## config.mk

```make
export PLATFORM = sky130hd
export DESIGN_NAME = ahb_slave_resp_mux_flat
export DESIGN_NICKNAME = d
export VERILOG_FILES = /design/src/rtl/ahb_slave_resp_mux_if.sv /design/src/rtl/ahb_slave_resp_mux.sv /design/src/flat_wrapper.sv
export SDC_FILE = /design/constraint.sdc
export NUM_CORES = 1
export LEC_CHECK = 0
export CAP_MARGIN = 20
export CORE_UTILIZATION = 27
export CTS_CLUSTER_SIZE = 24
export DETAILED_ROUTE_END_ITERATION = 8
export PLACE_DENSITY_LB_ADDON = 0.25
export SLEW_MARGIN = 30
export SYNTH_ARGS = -nofsm -noshare
export SYNTH_HDL_FRONTEND = slang
export SYNTH_SLANG_ARGS = --single-unit
```

## constraint.sdc

```tcl
create_clock -name hclk -period 2.1 [get_ports hclk]
set_input_delay 0.315 -clock hclk [delete_from_list [all_inputs] [get_ports hclk]]
set_output_delay 0.315 -clock hclk [all_outputs]
set_load 0.02 [all_outputs]
```

## src/rtl/ahb_slave_resp_mux_if.sv

```systemverilog
// Bus bundle between the AHB master port, the address decoder and the response mux.
interface ahb_slave_resp_mux_if #(
    parameter int unsigned N  = 4,
    parameter int unsigned DW = 32
);
    logic [N-1:0]    hreq;
    logic            default_slv_sel;
    logic [1:0]      htrans;
    logic [N*DW-1:0] hrdata_s;
    logic [N-1:0]    hreadyout_s;
    logic [2*N-1:0]  hresp_s;
    logic [DW-1:0]   hrdata;
    logic            hready;
    logic [1:0]      hresp;
    logic [N-1:0]    hsel_dp;

    modport slave (
        input  hreq, default_slv_sel, htrans, hrdata_s, hreadyout_s, hresp_s,
        output hrdata, hready, hresp, hsel_dp
    );

    modport master (
        output hreq, default_slv_sel, htrans, hrdata_s, hreadyout_s, hresp_s,
        input  hrdata, hready, hresp, hsel_dp
    );
endinterface

```

## src/rtl/ahb_slave_resp_mux.sv

```systemverilog
// AHB response mux with built-in default slave (two-cycle ERROR for unmapped accesses).
// Optional wait-state watchdog enabled by defining AHB_RESP_TIMEOUT_EN.
module ahb_slave_resp_mux #(
    parameter int unsigned MASTER_X_SLAVE_NUM = 4,
    parameter int unsigned AHB_DATA_WIDTH     = 32,
    parameter int unsigned TIMEOUT_CYCLES     = 255
) (
    input  logic                 hclk,
    input  logic                 hreset_n,
    ahb_slave_resp_mux_if.slave  bus
);
    localparam int unsigned N  = MASTER_X_SLAVE_NUM;
    localparam int unsigned DW = AHB_DATA_WIDTH;
    localparam logic [1:0] RESP_OKAY  = 2'b00;
    localparam logic [1:0] RESP_ERROR = 2'b01;

    typedef enum logic [1:0] {
        DEF_IDLE = 2'd0,
        DEF_ERR1 = 2'd1,
        DEF_ERR2 = 2'd2
    } def_state_e;

    logic [N-1:0] dp_sel_q, dp_sel_d;
    logic         dp_def_q, dp_def_d;
    def_state_e   def_state_q, def_state_d;

    logic          hready_c;
    logic          accept;
    logic          unmapped_acc;
    logic          slv_path;
    logic          timeout;
    logic [DW-1:0] slv_rdata;
    logic          slv_ready;
    logic [1:0]    slv_resp;

    assign accept       = hready_c;
    assign unmapped_acc = accept & bus.default_slv_sel & bus.htrans[1];
    // An unmapped data phase is answered by the default slave even if hreq overlapped it.
    assign slv_path     = (dp_sel_q != '0) && !dp_def_q;

    // Lowest-index selected slave wins when the decoder map overlaps.
    always_comb begin
        slv_rdata = '0;
        slv_ready = 1'b1;
        slv_resp  = RESP_OKAY;
        for (int i = int'(N) - 1; i >= 0; i--) begin
            if (dp_sel_q[i]) begin
                slv_rdata = bus.hrdata_s[i*DW +: DW];
                slv_ready = bus.hreadyout_s[i];
                slv_resp  = bus.hresp_s[i*2 +: 2];
            end
        end
    end

    always_ff @(posedge hclk) begin
        if (!hreset_n) begin
            dp_sel_q    <= '0;
            dp_def_q    <= 1'b0;
            def_state_q <= DEF_IDLE;
        end else begin
            dp_sel_q    <= dp_sel_d;
            dp_def_q    <= dp_def_d;
            def_state_q <= def_state_d;
        end
    end

    always_comb begin
        dp_sel_d    = dp_sel_q;
        dp_def_d    = dp_def_q;
        def_state_d = def_state_q;
        if (accept) begin
            dp_sel_d = bus.hreq;
            dp_def_d = unmapped_acc;
        end
        case (def_state_q)
            DEF_IDLE: if (unmapped_acc) def_state_d = DEF_ERR1;
            DEF_ERR1: def_state_d = DEF_ERR2;
            DEF_ERR2: def_state_d = unmapped_acc ? DEF_ERR1 : DEF_IDLE;
            default:  def_state_d = DEF_IDLE;
        endcase
        // A stuck slave is abandoned and the master gets the default-slave error instead.
        if (timeout) begin
            dp_sel_d    = '0;
            dp_def_d    = 1'b0;
            def_state_d = DEF_ERR1;
        end
    end

    always_comb begin
        hready_c   = 1'b1;
        bus.hresp  = RESP_OKAY;
        bus.hrdata = '0;
        if (slv_path) begin
            hready_c   = slv_ready;
            bus.hresp  = slv_resp;
            bus.hrdata = slv_rdata;
        end else begin
            case (def_state_q)
                DEF_ERR1: begin
                    hready_c  = 1'b0;
                    bus.hresp = RESP_ERROR;
                end
                DEF_ERR2: bus.hresp = RESP_ERROR;
                default:  ;
            endcase
        end
    end

    assign bus.hready  = hready_c;
    assign bus.hsel_dp = dp_sel_q;

`ifdef AHB_RESP_TIMEOUT_EN
    localparam int unsigned WAIT_W = $clog2(TIMEOUT_CYCLES + 1);

    logic [WAIT_W-1:0] wait_cnt_q, wait_cnt_d;
    logic              slv_waiting;

    assign slv_waiting = slv_path && !slv_ready;
    assign timeout     = slv_waiting && (wait_cnt_q == WAIT_W'(TIMEOUT_CYCLES));

    always_comb begin
        wait_cnt_d = wait_cnt_q;
        if (hready_c || timeout) begin
            wait_cnt_d = '0;
        end else if (slv_waiting) begin
            wait_cnt_d = wait_cnt_q + WAIT_W'(1);
        end
    end

    always_ff @(posedge hclk) begin
        if (!hreset_n) begin
            wait_cnt_q <= '0;
        end else begin
            wait_cnt_q <= wait_cnt_d;
        end
    end
`else
    assign timeout = 1'b0 && (TIMEOUT_CYCLES == 0);
`endif
endmodule

```

## src/flat_wrapper.sv

```systemverilog
// flat-port wrapper written by rule: the top's interface ports become plain ports
module ahb_slave_resp_mux_flat 
#(
    parameter int unsigned MASTER_X_SLAVE_NUM = 4,
    parameter int unsigned AHB_DATA_WIDTH     = 32,
    parameter int unsigned TIMEOUT_CYCLES     = 255
)
  (hclk, hreset_n, bus_hreq, bus_default_slv_sel, bus_htrans, bus_hrdata_s, bus_hreadyout_s, bus_hresp_s, bus_hrdata, bus_hready, bus_hresp, bus_hsel_dp);
  ahb_slave_resp_mux_if #(.N((4)), .DW((32))) bus_i ();
  input  logic hclk;
  input  logic hreset_n;
  input wire logic [$bits(bus_i.hreq)-1:0] bus_hreq;
  input wire logic [$bits(bus_i.default_slv_sel)-1:0] bus_default_slv_sel;
  input wire logic [$bits(bus_i.htrans)-1:0] bus_htrans;
  input wire logic [$bits(bus_i.hrdata_s)-1:0] bus_hrdata_s;
  input wire logic [$bits(bus_i.hreadyout_s)-1:0] bus_hreadyout_s;
  input wire logic [$bits(bus_i.hresp_s)-1:0] bus_hresp_s;
  output wire logic [$bits(bus_i.hrdata)-1:0] bus_hrdata;
  output wire logic [$bits(bus_i.hready)-1:0] bus_hready;
  output wire logic [$bits(bus_i.hresp)-1:0] bus_hresp;
  output wire logic [$bits(bus_i.hsel_dp)-1:0] bus_hsel_dp;
  assign bus_i.hreq = bus_hreq;
  assign bus_i.default_slv_sel = bus_default_slv_sel;
  assign bus_i.htrans = bus_htrans;
  assign bus_i.hrdata_s = bus_hrdata_s;
  assign bus_i.hreadyout_s = bus_hreadyout_s;
  assign bus_i.hresp_s = bus_hresp_s;
  assign bus_hrdata = bus_i.hrdata;
  assign bus_hready = bus_i.hready;
  assign bus_hresp = bus_i.hresp;
  assign bus_hsel_dp = bus_i.hsel_dp;
  ahb_slave_resp_mux #(.MASTER_X_SLAVE_NUM(MASTER_X_SLAVE_NUM), .AHB_DATA_WIDTH(AHB_DATA_WIDTH), .TIMEOUT_CYCLES(TIMEOUT_CYCLES)) u_core (.hclk(hclk), .hreset_n(hreset_n), .bus(bus_i));
endmodule
```

==> metrics.txt, run 1 <==
status=finished, final reports clean; most frequent cells in the layout=clkdlybuf4s50_1 (151), nor2b_1 (38), a21oi_1 (35), nor3_1 (34), nor2_1 (33); DIE WIDTH=78.7 µm; CTS H-Tree Depth=1; # setup viols final=0; Port Buf Inserts=approximately 190; share of layout cells above drive strength 1=0.156; Sum Neg Setup Slack=0 ns; clk sinks=7; largest net degree at the start of global routing=between 70 and 80; first-pass GRT wire length=11.5 mm; Avg Vias per Cell=5.24; Avg Synthesized Cell Area=~6.6 µm²; final-layout fill cell count=between 500 and 600; #FFs+latches synth=7; fmax=488 MHz; Max FO, Critical Path=13; Post-synth EDFFs=0; Seq/Total Area, Yosys=0.0883; root buf cell=clkbuf_8; Worst Tran Pin Value=roughly 0.36 ns; die area=~6200 µm²; Syn Nets=393; Placer Congestion=roughly 0.82; min cycle time layout=approximately 2.0 ns; cts bufs inserted=3; Cell Area, Synth=1590 µm²; IO Count=between 150 and 200; skew final=0.00911 ns; hpwl dp=between 5 and 6 mm; Placement Rows=27; crit path cell chain=buf_6, buf_4, a221oi_2, nor3_1, a21oi_1, nor2_1, dlygate4sd2_1; most common cell after layout, fill and taps aside=clkdlybuf4s50_1; worst skew pair latency=~0.23 ns; hold_sp=u_core.dp_def_q; final setup margin=between 0.05 and 0.06 ns; WL/cell=between 15 and 20 µm; CORE AREA=between 5000 and 6000 µm²; die height=around 79 µm; GRT overflow=0; post-route clock period utilization=0.976; Routed Antenna Nets=0; worst r2r src=u_core.bus.hsel_dp[2]; non-filler instance count after layout=around 490; Worst Setup End Kind=output pin; dpl ws=-0.257 ns; WS Path Type=reg -> out; leading register cell type out of synthesis=dfxtp_1; CP required=about 1.8 ns; pwr dens=between 500 and 600 nW/µm²; synthesis-to-finish area growth=128%; Final #Nets=about 580; Startpoint Class=flip-flop; endpoints failing hold=0; TritonRoute pass-1 iters=4; initial core utilization=0.285; GRT Total Usage=0.232; Placement Cell Area=approximately 3600 µm²; via count=2587; TritonCTS clock tree=yes; Slew Limit Fails=0; CP Launch Point=u_core.bus.hsel_dp[2]; max_cap viols=0; Post-Synthesis Cells=between 200 and 250; Post-Route WL=between 7 and 8 mm; initial antenna violation count=0; critical path's slowest cell=dfxtp_4; Yosys warning count=0; Synth async-reset ratio=0; Placed Cells incl. Taps=~490; Slew headroom=0.757; Clock Tree Buf Depth=2; CP arrival=1.73 ns; DR DRC count=0; VDD IR max=0.437 mV; Antenna Cells=0; Clk pin slew, worst setup/hold paths=0.04 ns; Leakage=1.40 nW; RSZ-0062 raised after global routing=yes; Synth cell types=29; vias in the first global route=between 2000 and 2500; CTS hold repair buffers=0; starting DRC count in detailed routing=66; postcts setup bufs=0; CP max stage delay=0.35 ns; fin area=approximately 3600 µm²; HP Class=reg -> reg
Yosys cell counts, drive strengths merged (3+ instances only):
| master | number | area share |
|---|---|---|
| nor2b | 40 | 0.16 |
| a21oi | 35 | 0.11 |
| a221oi | 34 | 0.19 |
| nor3 | 34 | 0.11 |
| nor2 | 33 | 0.078 |
| clkbuf | 19 | 0.045 |
| buf | 9 | 0.039 |
| dfxtp | 7 | 0.088 |
| ha | 4 | 0.032 |
| mux2i | 4 | 0.025 |
| nand2 | 4 | 0.0095 |
| o21ai | 4 | 0.020 |
| inv | 3 | 0.0071 |
worst max-delay path, delay by kind of cell (launching register included):
family	cells	cell delay [ns]
buf+inv	3	0.63
compound gates	2	0.40
flops	1	0.35
simple gates	2	0.12
final cells by class:
| cell class | instances | area, µm² | share of cell area |
|---|---|---|---|
| Tap cell | 72 | 90.1 | 0.0249 |
| Timing Repair Buffer | 206 | 1950 | 0.540 |
| Multi-Input combinational cell | 202 | 1370 | 0.379 |
| Sequential cell | 7 | 146 | 0.0405 |
| Clock buffer | 4 | 45.0 | 0.0124 |
| Inverter | 3 | 11.3 | 0.00311 |
sequential cells by signal (all words and copies together), names as in the netlist:
signal	count
u_core.def_state_q	2
u_core.dp_def_q	1
u_core.bus.hsel_dp	4
cells by family (layout without fill, tap and decap cells):
logic type | count (synthesis) | in the layout | share of synthesized area
multiplexers | 4 | 4 | 0.0252
AO/OA/AOI/OAI | 78 | 78 | 0.371
buffers and inverters | 31 | 213 | 0.0915
flip-flops | 7 | 7 | 0.0883
AND/OR/NAND/NOR | 116 | 116 | 0.393
adder cells (fa/ha/maj) | 4 | 4 | 0.0315
per-layer routing:
layer  GRT usage  wire length (µm)
met3      0.0395               584
met4      0.0630               105
met1       0.256              3070
met2       0.446              4070
met5           0                 0
stage by stage:
step	total power, mW	hold slack [ns]	util
after floorplan	1.04	0.443	-
after global placement	1.82	0.462	0.641
after detailed placement	1.84	0.474	0.641
after CTS	1.94	0.484	0.645
after global routing	2.11	0.511	0.649
final	1.97	0.479	0.649
timing repair:
action | in CTS | in global routing
resized for setup | 42 | 55
setup endpoints to repair | 34 | 33
pin swaps | 0 | 2
cloned | 0 | 1
report_power, final:
group	leakage (nW)	internal (mW)	switching (mW)
Clock	0.0228	0.132	0.0624
Combinational	1.32	0.784	0.821
Sequential	0.0589	0.151	0.0174
Total	1.40	1.07	0.900
final timing paths:
check | end | slack, ns | cells after the start
max reg2reg | u_core.def_state_q[1] | 0.32 | 7
min | u_core.dp_def_q | 0.48 | 2
min reg2reg | u_core.dp_def_q | 0.48 | 2
max | bus_hrdata[4] | 0.05 | 7
Power figures use the tool's default switching activity.
==> inputs of run 2 (changes only) <==
HOLD_SLACK_MARGIN = 0.03   (was default)
==> results of run 2 <==
Final layout, timing and power as in run 1 (identical DEF).
